==> src/rtl/req_encoder_if.sv <==
// Request/grant bundle for req_encoder: raw request events in, encoded index out with a
// ready/valid handshake, plus pending vector and sticky overflow status.
interface req_encoder_if;
    logic [7:0] in;
    logic [2:0] out;
    logic       out_valid;
    logic       out_ready;
    logic [7:0] pend;
    logic       ovf;
    logic       ovf_clr;

    modport master (
        output in,
        output out_ready,
        output ovf_clr,
        input  out,
        input  out_valid,
        input  pend,
        input  ovf
    );

    modport slave (
        input  in,
        input  out_ready,
        input  ovf_clr,
        output out,
        output out_valid,
        output pend,
        output ovf
    );
endinterface

==> src/rtl/req_encoder.sv <==
// Collects per-line request events into a pending vector and presents one encoded index
// at a time over a ready/valid handshake, with fixed or rotating priority.
module req_encoder #(
    parameter int unsigned ROUND_ROBIN = 0
) (
    input logic         clk,
    input logic         rst_n,
    req_encoder_if.slave bus
);

    logic [7:0] pend_q, pend_d, clear_mask;
    logic [2:0] out_q, out_d, last_q, last_d, last_eff, sel, idx;
    logic       out_valid_q, out_valid_d, ovf_q, ovf_d;
    logic       transfer, free, found;

    always_comb begin
        transfer   = out_valid_q & bus.out_ready;
        clear_mask = '0;
        if (transfer) begin
            clear_mask[out_q] = 1'b1;
        end
        // A new event on the line being transferred re-arms it rather than overflowing.
        pend_d   = (pend_q & ~clear_mask) | bus.in;
        last_eff = transfer ? out_q : last_q;
        last_d   = last_eff;
        free     = ~out_valid_q | transfer;
        found    = |pend_d;

        sel = '0;
        idx = '0;
        if (ROUND_ROBIN != 0) begin
            // Walk the order backwards so the earliest candidate after last_eff wins.
            for (int k = 8; k >= 1; k--) begin
                idx = last_eff + 3'(k);
                if (pend_d[idx]) begin
                    sel = idx;
                end
            end
        end else begin
            for (int i = 7; i >= 0; i--) begin
                if (pend_d[i]) begin
                    sel = 3'(i);
                end
            end
        end

        out_d       = out_q;
        out_valid_d = out_valid_q;
        if (free) begin
            out_valid_d = found;
            if (found) begin
                out_d = sel;
            end
        end

        ovf_d = ovf_q;
        if (|(bus.in & pend_q & ~clear_mask)) begin
            ovf_d = 1'b1;
        end else if (bus.ovf_clr) begin
            ovf_d = 1'b0;
        end
    end

    always_ff @(posedge clk or negedge rst_n) begin
        if (!rst_n) begin
            pend_q      <= 8'h00;
            out_q       <= 3'b000;
            out_valid_q <= 1'b0;
            ovf_q       <= 1'b0;
            last_q      <= 3'b111;
        end else begin
            pend_q      <= pend_d;
            out_q       <= out_d;
            out_valid_q <= out_valid_d;
            ovf_q       <= ovf_d;
            last_q      <= last_d;
        end
    end

    assign bus.pend      = pend_q;
    assign bus.out       = out_q;
    assign bus.out_valid = out_valid_q;
    assign bus.ovf       = ovf_q;

endmodule

==> src/flat_wrapper.sv <==
// flat-port wrapper written by rule: the top's interface ports become plain ports
module req_encoder_flat 
#(
    parameter int unsigned ROUND_ROBIN = 0
)
  (clk, rst_n, bus_in, bus_out_ready, bus_ovf_clr, bus_out, bus_out_valid, bus_pend, bus_ovf);
  req_encoder_if bus_i ();
  input logic clk;
  input logic rst_n;
  input wire logic [$bits(bus_i.in)-1:0] bus_in;
  input wire logic [$bits(bus_i.out_ready)-1:0] bus_out_ready;
  input wire logic [$bits(bus_i.ovf_clr)-1:0] bus_ovf_clr;
  output wire logic [$bits(bus_i.out)-1:0] bus_out;
  output wire logic [$bits(bus_i.out_valid)-1:0] bus_out_valid;
  output wire logic [$bits(bus_i.pend)-1:0] bus_pend;
  output wire logic [$bits(bus_i.ovf)-1:0] bus_ovf;
  assign bus_i.in = bus_in;
  assign bus_i.out_ready = bus_out_ready;
  assign bus_i.ovf_clr = bus_ovf_clr;
  assign bus_out = bus_i.out;
  assign bus_out_valid = bus_i.out_valid;
  assign bus_pend = bus_i.pend;
  assign bus_ovf = bus_i.ovf;
  req_encoder #(.ROUND_ROBIN(ROUND_ROBIN)) u_core (.clk(clk), .rst_n(rst_n), .bus(bus_i));
endmodule
==> config.mk <==
export PLATFORM = sky130hd
export DESIGN_NAME = req_encoder_flat
export DESIGN_NICKNAME = d
export VERILOG_FILES = /design/src/rtl/req_encoder_if.sv /design/src/rtl/req_encoder.sv /design/src/flat_wrapper.sv
export SDC_FILE = /design/constraint.sdc
export NUM_CORES = 1
export LEC_CHECK = 0
export ABC_AREA = 1
export CAP_MARGIN = 20
export CELL_PAD_IN_SITES_DETAIL_PLACEMENT = 0
export CELL_PAD_IN_SITES_GLOBAL_PLACEMENT = 1
export CORE_ASPECT_RATIO = 0.8
export CORE_MARGIN = 3
export CORE_UTILIZATION = 33
export CTS_CLUSTER_SIZE = 24
export DETAILED_ROUTE_END_ITERATION = 7
export PLACE_DENSITY_LB_ADDON = 0.08
export SYNTH_ARGS = -nofsm -noshare
export SYNTH_HDL_FRONTEND = slang
export SYNTH_SLANG_ARGS = --single-unit
==> constraint.sdc <==
create_clock -name clk -period 2.38 [get_ports clk]
set_clock_uncertainty 0.15 [all_clocks]
set_input_delay 0.476 -clock clk [delete_from_list [all_inputs] [get_ports clk]]
set_output_delay 0.476 -clock clk [all_outputs]
set_load 0.02 [all_outputs]
# Word-level counts from Yosys, hierarchy flattened
# Cells that the tools add are included.
[word_totals]
reg_bits = 13
latch_bits = 0
ram_bits = 0
romBits = 0
inputBits = 12
out_inout_bits = 13
wordCells = 32
mem_count = 0
[op_classes]
add_sub_neg = 0
n_mul = 0
div = 0
order_cmp = 2
eq_ne = 0
shifts = 0
muxes = 13
bitwise = 8
n_reduce_logical = 5
[ops]
columns = ["operator", "n"]
rows = [
  ["8-bit bitwise AND", 3],
  ["3-bit two-way mux", 8],
  ["8-bit OR reduction", 2],
  ["8-bit two-way mux", 1],
  ["8-bit NOT", 1],
  ["8-bit OR", 1],
  ["3-bit by 4-bit < comparator with 1-bit output (second input constant)", 1],
  ["1-bit demux with 3-bit select", 1],
  ["3-bit by 1-bit greater-or-equal comparator with 1-bit output (second input constant)", 1],
  ["1-bit two-way mux", 3],
  ["2-bit AND reduction", 1],
  ["2-bit nonzero test", 1],
  ["1-bit bitwise AND", 1],
  ["1-bit logical AND", 1],
  ["1-bit NOT", 1],
  ["1-bit OR", 1],
]

# Depth between registers and ports, before layout
# Gate-level depths: netlist (run 1).
[logic_depth]
ltp_word = 16
ltp_mapped = 14

# Worst setup path after synthesis (run 1)
# OpenSTA, ideal clock, no wires.
[synth_timing]
path_type = "reg2reg"
from = "register u_core.out_valid_q (netlist: u_core.bus.out_valid)"
to = "register u_core.out_q[1] (netlist: u_core.bus.out[1])"
setup_time_ns = 0.119
t_arrival_ns = 1.448
path_slack_ns = 0.663
path_stages_with_launch = 11
period_less_slack_ns = 1.717
cell_sequence = "dfrtp_1 nand2_1 nor2_4 nand2_2 a21oi_2 nand2_2 nor2_4 nand2_2 nand2_4 nand2_1 o21a_1"
[synth_between]
elab_chain_len = 13
[synth_lines]
columns = ["element", "line_no", "text"]
rows = [
  ["start: declaration", "req_encoder.sv:13", "logic out_valid_q, out_valid_d, ovf_q, ovf_d;"],
  ["start signal: assignment", "req_encoder.sv:74", "out_valid_q <= out_valid_d;"],
  ["1-bit bitwise AND", "req_encoder.sv:17", "transfer = out_valid_q & bus.out_ready;"],
  ["8-bit two-way mux", "req_encoder.sv:19", "if (transfer) begin"],
  ["8-bit NOT", "req_encoder.sv:23", "pend_d = (pend_q & ~clear_mask) | bus.in;"],
  ["8-bit bitwise AND", "req_encoder.sv:23", ""],
  ["8-bit OR", "req_encoder.sv:23", ""],
  ["3-bit two-way mux (8 in a row)", "req_encoder.sv:41", "if (pend_d[i]) begin"],
  ["end signal: assignment", "req_encoder.sv:73", "out_q <= out_d;"],
  ["end: declaration", "req_encoder.sv:12", "logic [2:0] out_q, out_d, last_q, last_d, last_eff, sel, idx;"],
]
# Several ways; a longest one is shown, not always the timed one.
# A chain may end at the register's enable or synchronous reset.

# Worst setup path in the final report (run 1)
[layout_timing]
from = "register u_core.out_q[0] (netlist: u_core.bus.out[0])"
to = "output bus_out[0]"
[layout_rtl]
columns = ["element", "line_no", "text"]
rows = [
  ["end: declaration", "flat_wrapper.sv:13", "output wire logic [$bits(bus_i.out)-1:0] bus_out;"],
]
# No word-level cell between the ends.

==> impl_metrics.env, run 1 <==
export IMPL_layout_min_cycle_time_ps=2040
export IMPL_first_global_vias=638
export IMPL_critPathKind="flip-flop to output port"
export IMPL_drt_pass1_iterations=4
export IMPL_post_synth_main_area_contributors="dfrtp_1 (44%), nand2_1 (14%), inv_1 (10%), nand2_2 (4.2%), nor2_1 (3.6%)"
export IMPL_critPathCaptureType="output port"
export IMPL_number_of_buffers_on_the_longest_clock_path=2
export IMPL_critical_path_required_ps=1750
export IMPL_cts_buffers=3
export IMPL_synthesis_yosys_warnings=0
export IMPL_reg2regPathDepth=10
export IMPL_postRouteAntennaNets=0
export IMPL_critical_path_capture_point="bus_out[0]"
export IMPL_post_route_cells_drive_above_1_share_pct=16.8
export IMPL_r2r_setup_slack_ps=600
export IMPL_netlist_top_cell_by_area="dfrtp_1"
export IMPL_grt_antenna_before_repair=0
export IMPL_post_drt_wl_per_cell_um=11.0
export IMPL_dieArea_um2=2850
export IMPL_postCtsSetupBuffers=0
export IMPL_routed_via_count=684
export IMPL_final_cell_mix="nand2_1 (28), clkdlybuf4s50_1 (24), inv_1 (20), dfrtp_1 (13), nor2_1 (7)"
export IMPL_insertedDiodeCount=0
export IMPL_max_cap_violations=0
export IMPL_floorplan_core_area_um2=2000
export IMPL_power_after_layout_mw=0.509
export IMPL_placementRows=14
export IMPL_slowest_stage="clkdlybuf4s50_1"
export IMPL_clock_tree_root_cell="clkbuf_4"
export IMPL_buffer_ports_inserted=24
export IMPL_report_final_hold_viol_count=0
export IMPL_worst_setup_path_startpoint="u_core.bus.out[0]$_DFFE_PN0P_"
export IMPL_power_static_leakage_nw=0.502
export IMPL_grt_setup_unrepaired="false"
export IMPL_die_x_um=58.9
export IMPL_cp_data_arrival_time_ps=1420
export IMPL_p_per_area_nw_per_um2=481
export IMPL_fin_nets=144
export IMPL_cell_variety_after_synth=18
export IMPL_crit_chain="clkdlybuf4s50_1"
export IMPL_syn_area_um2=739
export IMPL_drc=0
export IMPL_cts_sinks=13
export IMPL_critical_path_max_stage_delay_ps=650
export IMPL_clk_latency_ps=270
export IMPL_setup_viol_count_final=0
export IMPL_post_synth_inst_count=100
export IMPL_yosysSeqAreaShare_pct=44.0
export IMPL_tritoncts="yes"
export IMPL_max_clock_freq_mhz=490
export IMPL_globalplace_congestion=0.818
export IMPL_htreeDepth=1
export IMPL_regToRegEndpoint="u_core.bus.out[1]$_DFFE_PN0P_"
export IMPL_syn_mean_instance_area_um2=7.39
export IMPL_globalRouteTotalUtil_pct=13.5
export IMPL_post_cts_resized_instances=0
export IMPL_layout_cells_most_common="nand2_1"
export IMPL_grt_overflow_total=0
export IMPL_maximum_number_of_pins_on_one_net_before_global_route_repair=14
export IMPL_initial_utilization_pct=37.0
export IMPL_syn_num_nets=112
export IMPL_initialDrtViolationCount=17
export IMPL_postCtsHoldBufs=0
export IMPL_worstPathMaxFanout=5
export IMPL_post_dp_hpwl_um=1450
export IMPL_worstMarginPinSlew_ps=615
export IMPL_report_final_slew_viol_count=0
export IMPL_vdd_drop_max_uv=337
export IMPL_dieHeight_um=48.3
export IMPL_flow_area_growth_from_synthesis_pct=43.1
export IMPL_cell_family_contributing_the_most_delay_on_the_critical_path="buffers and inverters"
export IMPL_cp_depth=1
export IMPL_top_level_ports=25
export IMPL_synth_seq_cells=13
export IMPL_worst_hold_path_type="flip-flop to flip-flop"
export IMPL_reg2reg_from="u_core.bus.out[0]$_DFFE_PN0P_"
export IMPL_max_slew_margin_rel_pct=58.9
export IMPL_setup_tns_final_ps=0
export IMPL_period_share_pct=85.8
export IMPL_routed_via_density=4.41
export IMPL_synth_largest_type_area_fraction_pct=44.0
export IMPL_grt_pass1_wl_um=2870
export IMPL_wirelength_um=1700
export IMPL_clk_pin_slew_worst_paths_ps=80
export IMPL_cp_start_kind="flip-flop"
export IMPL_crit_buf_inv=1
export IMPL_outcome="completed"
==> synth_stat cells (all sizes together) <==
cell / instances
nand2: 34
inv: 22
dfrtp: 13
nor2: 12
a21oi: 6
nand3: 5
o21ai: 4
a31oi: 1
o211a: 1
o21a: 1
o22ai: 1
==> registers in the layout (all words and copies together) (netlist names) <==
name                  count
u_core.bus.ovf            1
u_core.bus.pend           8
u_core.bus.out_valid      1
u_core.bus.out            3
==> how the worst min path moves through the flow <==
stage                            startpoint                       endpoint  slack, ps  cells past startpoint
6_report       u_core.bus.pend[6]$_DFF_PN0_   u_core.bus.pend[6]$_DFF_PN0_        400                      2
5_1_grt        u_core.bus.pend[4]$_DFF_PN0_     u_core.bus.ovf$_DFFE_PN0P_        430                      2
4_1_cts        u_core.bus.pend[6]$_DFF_PN0_   u_core.bus.pend[6]$_DFF_PN0_        400                      2
3_5_place_dp   u_core.bus.pend[6]$_DFF_PN0_   u_core.bus.pend[6]$_DFF_PN0_        380                      2
3_3_place_gp   u_core.bus.pend[6]$_DFF_PN0_   u_core.bus.pend[6]$_DFF_PN0_        370                      2
2_1_floorplan                         rst_n  u_core.bus.out[0]$_DFFE_PN0P_         30                      0
==> logic make-up (layout without fill, tap and decap cells) <==
kind of cell / after synthesis / after routing / share of synthesized area [%]
AO/OA/AOI/OAI: 14 / 14 / 12.4
buffers and inverters: 22 / 53 / 11.2
AND/OR/NAND/NOR: 51 / 51 / 32.5
flip-flops: 13 / 13 / 44.0
==> final cells by class <==
cell class	count	area [µm²]
clock buffer	4	26.3
multi-input combinational	65	332
fill	216	938
inverter	22	82.6
timing repair buffer	27	263
sequential	13	325
tap	24	30.0
==> per-layer routing <==
| layer | vias to the layer above | share of wire (%) | global-route usage [%] |
|---|---|---|---|
| met5 | - | 0 | 0 |
| met4 | 0 | 0.76 | 3.40 |
| met3 | 2 | 6.8 | 5.05 |
| met2 | 18 | 43 | 18.6 |
| met1 | 300 | 50 | 19.8 |
| li1 | 364 | - | - |
==> power by group <==
| group | switching, mW | internal [mW] |
|---|---|---|
| combinational | 0.0674 | 0.0603 |
| clock | 0.0702 | 0.0649 |
| sequential | 0.0139 | 0.233 |
| total | 0.151 | 0.358 |
==> per-stage QoR <==
step	std cells	hold WS (ps)	cell area (µm²)	worst slack [ps]	util, %
after floorplan	100	30.4	739	663	-
after global placement	151	367	1030	46.8	51.7
after detailed placement	151	380	1030	36.8	51.7
after CTS	155	400	1060	325	53.0
after global routing	155	432	1060	173	53.0
final	155	397	1060	338	53.0
Power figures use the tool's default switching activity.
==> run 2: changes to the inputs <==
--- a/config.mk
+++ b/config.mk
@@ -9,7 +9,6 @@
 export CAP_MARGIN = 20
 export CELL_PAD_IN_SITES_DETAIL_PLACEMENT = 0
 export CELL_PAD_IN_SITES_GLOBAL_PLACEMENT = 1
-export CORE_ASPECT_RATIO = 0.8
 export CORE_MARGIN = 3
 export CORE_UTILIZATION = 33
 export CTS_CLUSTER_SIZE = 24
==> run 2 against run 1 <==
Against the previous run:
- setup slack worse by 14 ps
- largest cell class unchanged
- clock power grew 7%
- core utilization down 0.99 points
- first-iteration DRC count is 53% lower
- via count is 2.3% higher
- non-clock buffer count unchanged
- global-route usage increased by 1.1 points
- sequential power barely moved
==> impl_metrics.env, run 2 (synthesis gave the netlist of run 1 again) <==
export IMPL_dieHeight_um=53.3
export IMPL_critPathKind="input pin to flip-flop"
export IMPL_htreeDepth=1
export IMPL_reg2regPathDepth=10
export IMPL_cp_data_arrival_time_ps=2080
export IMPL_cts_sinks=13
export IMPL_setup_tns_final_ps=0
export IMPL_multi_input_gate_area_in_the_final_layout_um2=332
export IMPL_routed_via_density=4.43
export IMPL_cts_buffers=3
export IMPL_fin_ws_ps=324
export IMPL_placementRows=16
export IMPL_worst_setup_path_startpoint="bus_out_ready"
export IMPL_globalRouteTotalUtil_pct=14.6
export IMPL_grt_pass1_wl_um=2930
export IMPL_crit_buf_inv=1
export IMPL_largest_reg_flops=8
export IMPL_drc=0
export IMPL_final_cell_area_um2=1060
export IMPL_clock_tree_root_cell="clkbuf_4"
export IMPL_first_global_vias=692
export IMPL_p_per_area_nw_per_um2=489
export IMPL_grt_setup_unrepaired="false"
export IMPL_insertedDiodeCount=0
export IMPL_most_used_cell_cp="nand2_1"
export IMPL_regToRegEndpoint="u_core.bus.out[1]$_DFFE_PN0P_"
export IMPL_post_dp_hpwl_um=1410
export IMPL_outcome="completed"
export IMPL_placed_cell_area_um2=1040
export IMPL_maximum_number_of_pins_on_one_net_before_global_route_repair=14
export IMPL_min_to="u_core.bus.pend[6]$_DFF_PN0_"
export IMPL_postCtsHoldBufs=0
export IMPL_initialDrtViolationCount=8
export IMPL_worstPathMaxFanout=5
export IMPL_report_final_slew_viol_count=0
export IMPL_worst_hold_path_type="flip-flop to flip-flop"
export IMPL_r2r_setup_slack_ps=630
export IMPL_critical_path_required_ps=2410
export IMPL_top_level_ports=25
export IMPL_postRouteAntennaNets=0
export IMPL_max_clock_freq_mhz=486
export IMPL_number_of_buffers_on_the_longest_clock_path=2
export IMPL_critPathCaptureType="flip-flop"
export IMPL_dieArea_um2=2840
export IMPL_floorplan_core_area_um2=2040
export IMPL_max_slew_margin_rel_pct=59.6
export IMPL_stdcell_count=158
export IMPL_placed_cells=154
export IMPL_post_route_cells_drive_above_1_share_pct=16.8
export IMPL_final_cell_mix="nand2_1 (28), clkdlybuf4s50_1 (24), inv_1 (20), dfrtp_1 (13), nor2_1 (7)"
export IMPL_nFillCells=225
export IMPL_flow_area_growth_from_synthesis_pct=43.7
export IMPL_postCtsSetupBuffers=0
export IMPL_dp_worst_slack_ps=29.8
export IMPL_final_core_utilization_pct=52.0
export IMPL_initial_utilization_pct=36.2
export IMPL_tritoncts="yes"
export IMPL_cell_family_contributing_the_most_delay_on_the_critical_path="simple AND/OR/NAND/NOR gates"
export IMPL_ff_latch_area_um2=325
export IMPL_reg2reg_from="u_core.bus.out_valid$_DFFE_PN0N_"
export IMPL_clk_latency_ps=280
export IMPL_layout_min_cycle_time_ps=2060
export IMPL_slowest_stage="clkdlybuf4s50_1"
export IMPL_worstMarginPinSlew_ps=604
export IMPL_crit_chain="clkdlybuf4s50_1 -> nand2_1 -> nor2_4 -> nand2_2 -> a21oi_2 -> nand2_1 -> nor2_2 -> nand2_2 -> nand2_4 -> nand2_1 -> o21a_1"
export IMPL_period_share_pct=86.4
export IMPL_post_cts_resized_instances=0
export IMPL_vdd_drop_max_uv=296
export IMPL_whs_path_depth=2
export IMPL_die_x_um=53.3
export IMPL_post_drt_wl_per_cell_um=11.2
export IMPL_power_static_leakage_nw=0.500
export IMPL_wirelength_um=1760
export IMPL_grt_antenna_before_repair=0
export IMPL_max_cap_violations=0
export IMPL_fin_nets=144
export IMPL_layout_cells_most_common="nand2_1"
export IMPL_report_final_hold_viol_count=0
export IMPL_critical_path_max_stage_delay_ps=500
export IMPL_grt_overflow_total=0
export IMPL_routed_via_count=700
export IMPL_holdCritStartpoint="u_core.bus.pend[6]$_DFF_PN0_"
export IMPL_globalplace_congestion=0.750
export IMPL_buffer_ports_inserted=24
export IMPL_clk_pin_slew_worst_paths_ps=90
export IMPL_drt_pass1_iterations=4
export IMPL_setup_viol_count_final=0
export IMPL_cp_start_kind="input pin"
run 2: how the worst max path moves through the flow:
| stage | endpoint | slack (ps) | cells past startpoint |
|---|---|---|---|
| floorplan | u_core.bus.out[1]$_DFFE_PN0P_ | 660 | 10 |
| global placement | u_core.bus.out[1]$_DFFE_PN0P_ | 60 | 11 |
| detailed placement | u_core.bus.out[1]$_DFFE_PN0P_ | 30 | 11 |
| CTS | u_core.bus.out[1]$_DFFE_PN0P_ | 330 | 11 |
| global route | u_core.bus.out[0]$_DFFE_PN0P_ | 180 | 12 |
| finish | u_core.bus.out[1]$_DFFE_PN0P_ | 320 | 11 |
run 2: power breakdown:
group | switching (mW) | leakage, nW | internal (mW) | total [mW]
Combinational | 0.0679 | 0.355 | 0.0618 | 0.130
Sequential | 0.0129 | 0.130 | 0.233 | 0.246
Clock | 0.0792 | 0.0150 | 0.0650 | 0.144
run 2: area by class of cell:
cell class | instances | area share (%)
multi-input combinational | 65 | 31.2
sequential | 13 | 30.6
timing repair buffer | 27 | 24.7
inverter | 22 | 7.77
tap | 27 | 3.18
clock buffer | 4 | 2.47
run 2: worst reg2reg max path, cell delays in order, from the launching register on:
cell	delay [ps]
dfrtp_1	390
nand2_1	130
nor2_4	150
nand2_2	80
a21oi_2	170
nand2_1	130
nor2_2	170
nand2_2	80
nand2_4	80
nand2_1	50
o21a_1	90
run 2: routing by layer:
layer	part of all wire, %	global-route usage, %
met5	0	0
met4	0.74	7.66
met3	5.2	2.82
met2	48	23.5
met1	46	18.2
run 2: stage by stage:
step	hold slack, ps	total power [mW]
5_1_grt	440	0.552
3_5_place_dp	382	0.381
6_report	396	0.520
3_3_place_gp	364	0.380
2_1_floorplan	30.4	0.315
4_1_cts	402	0.528
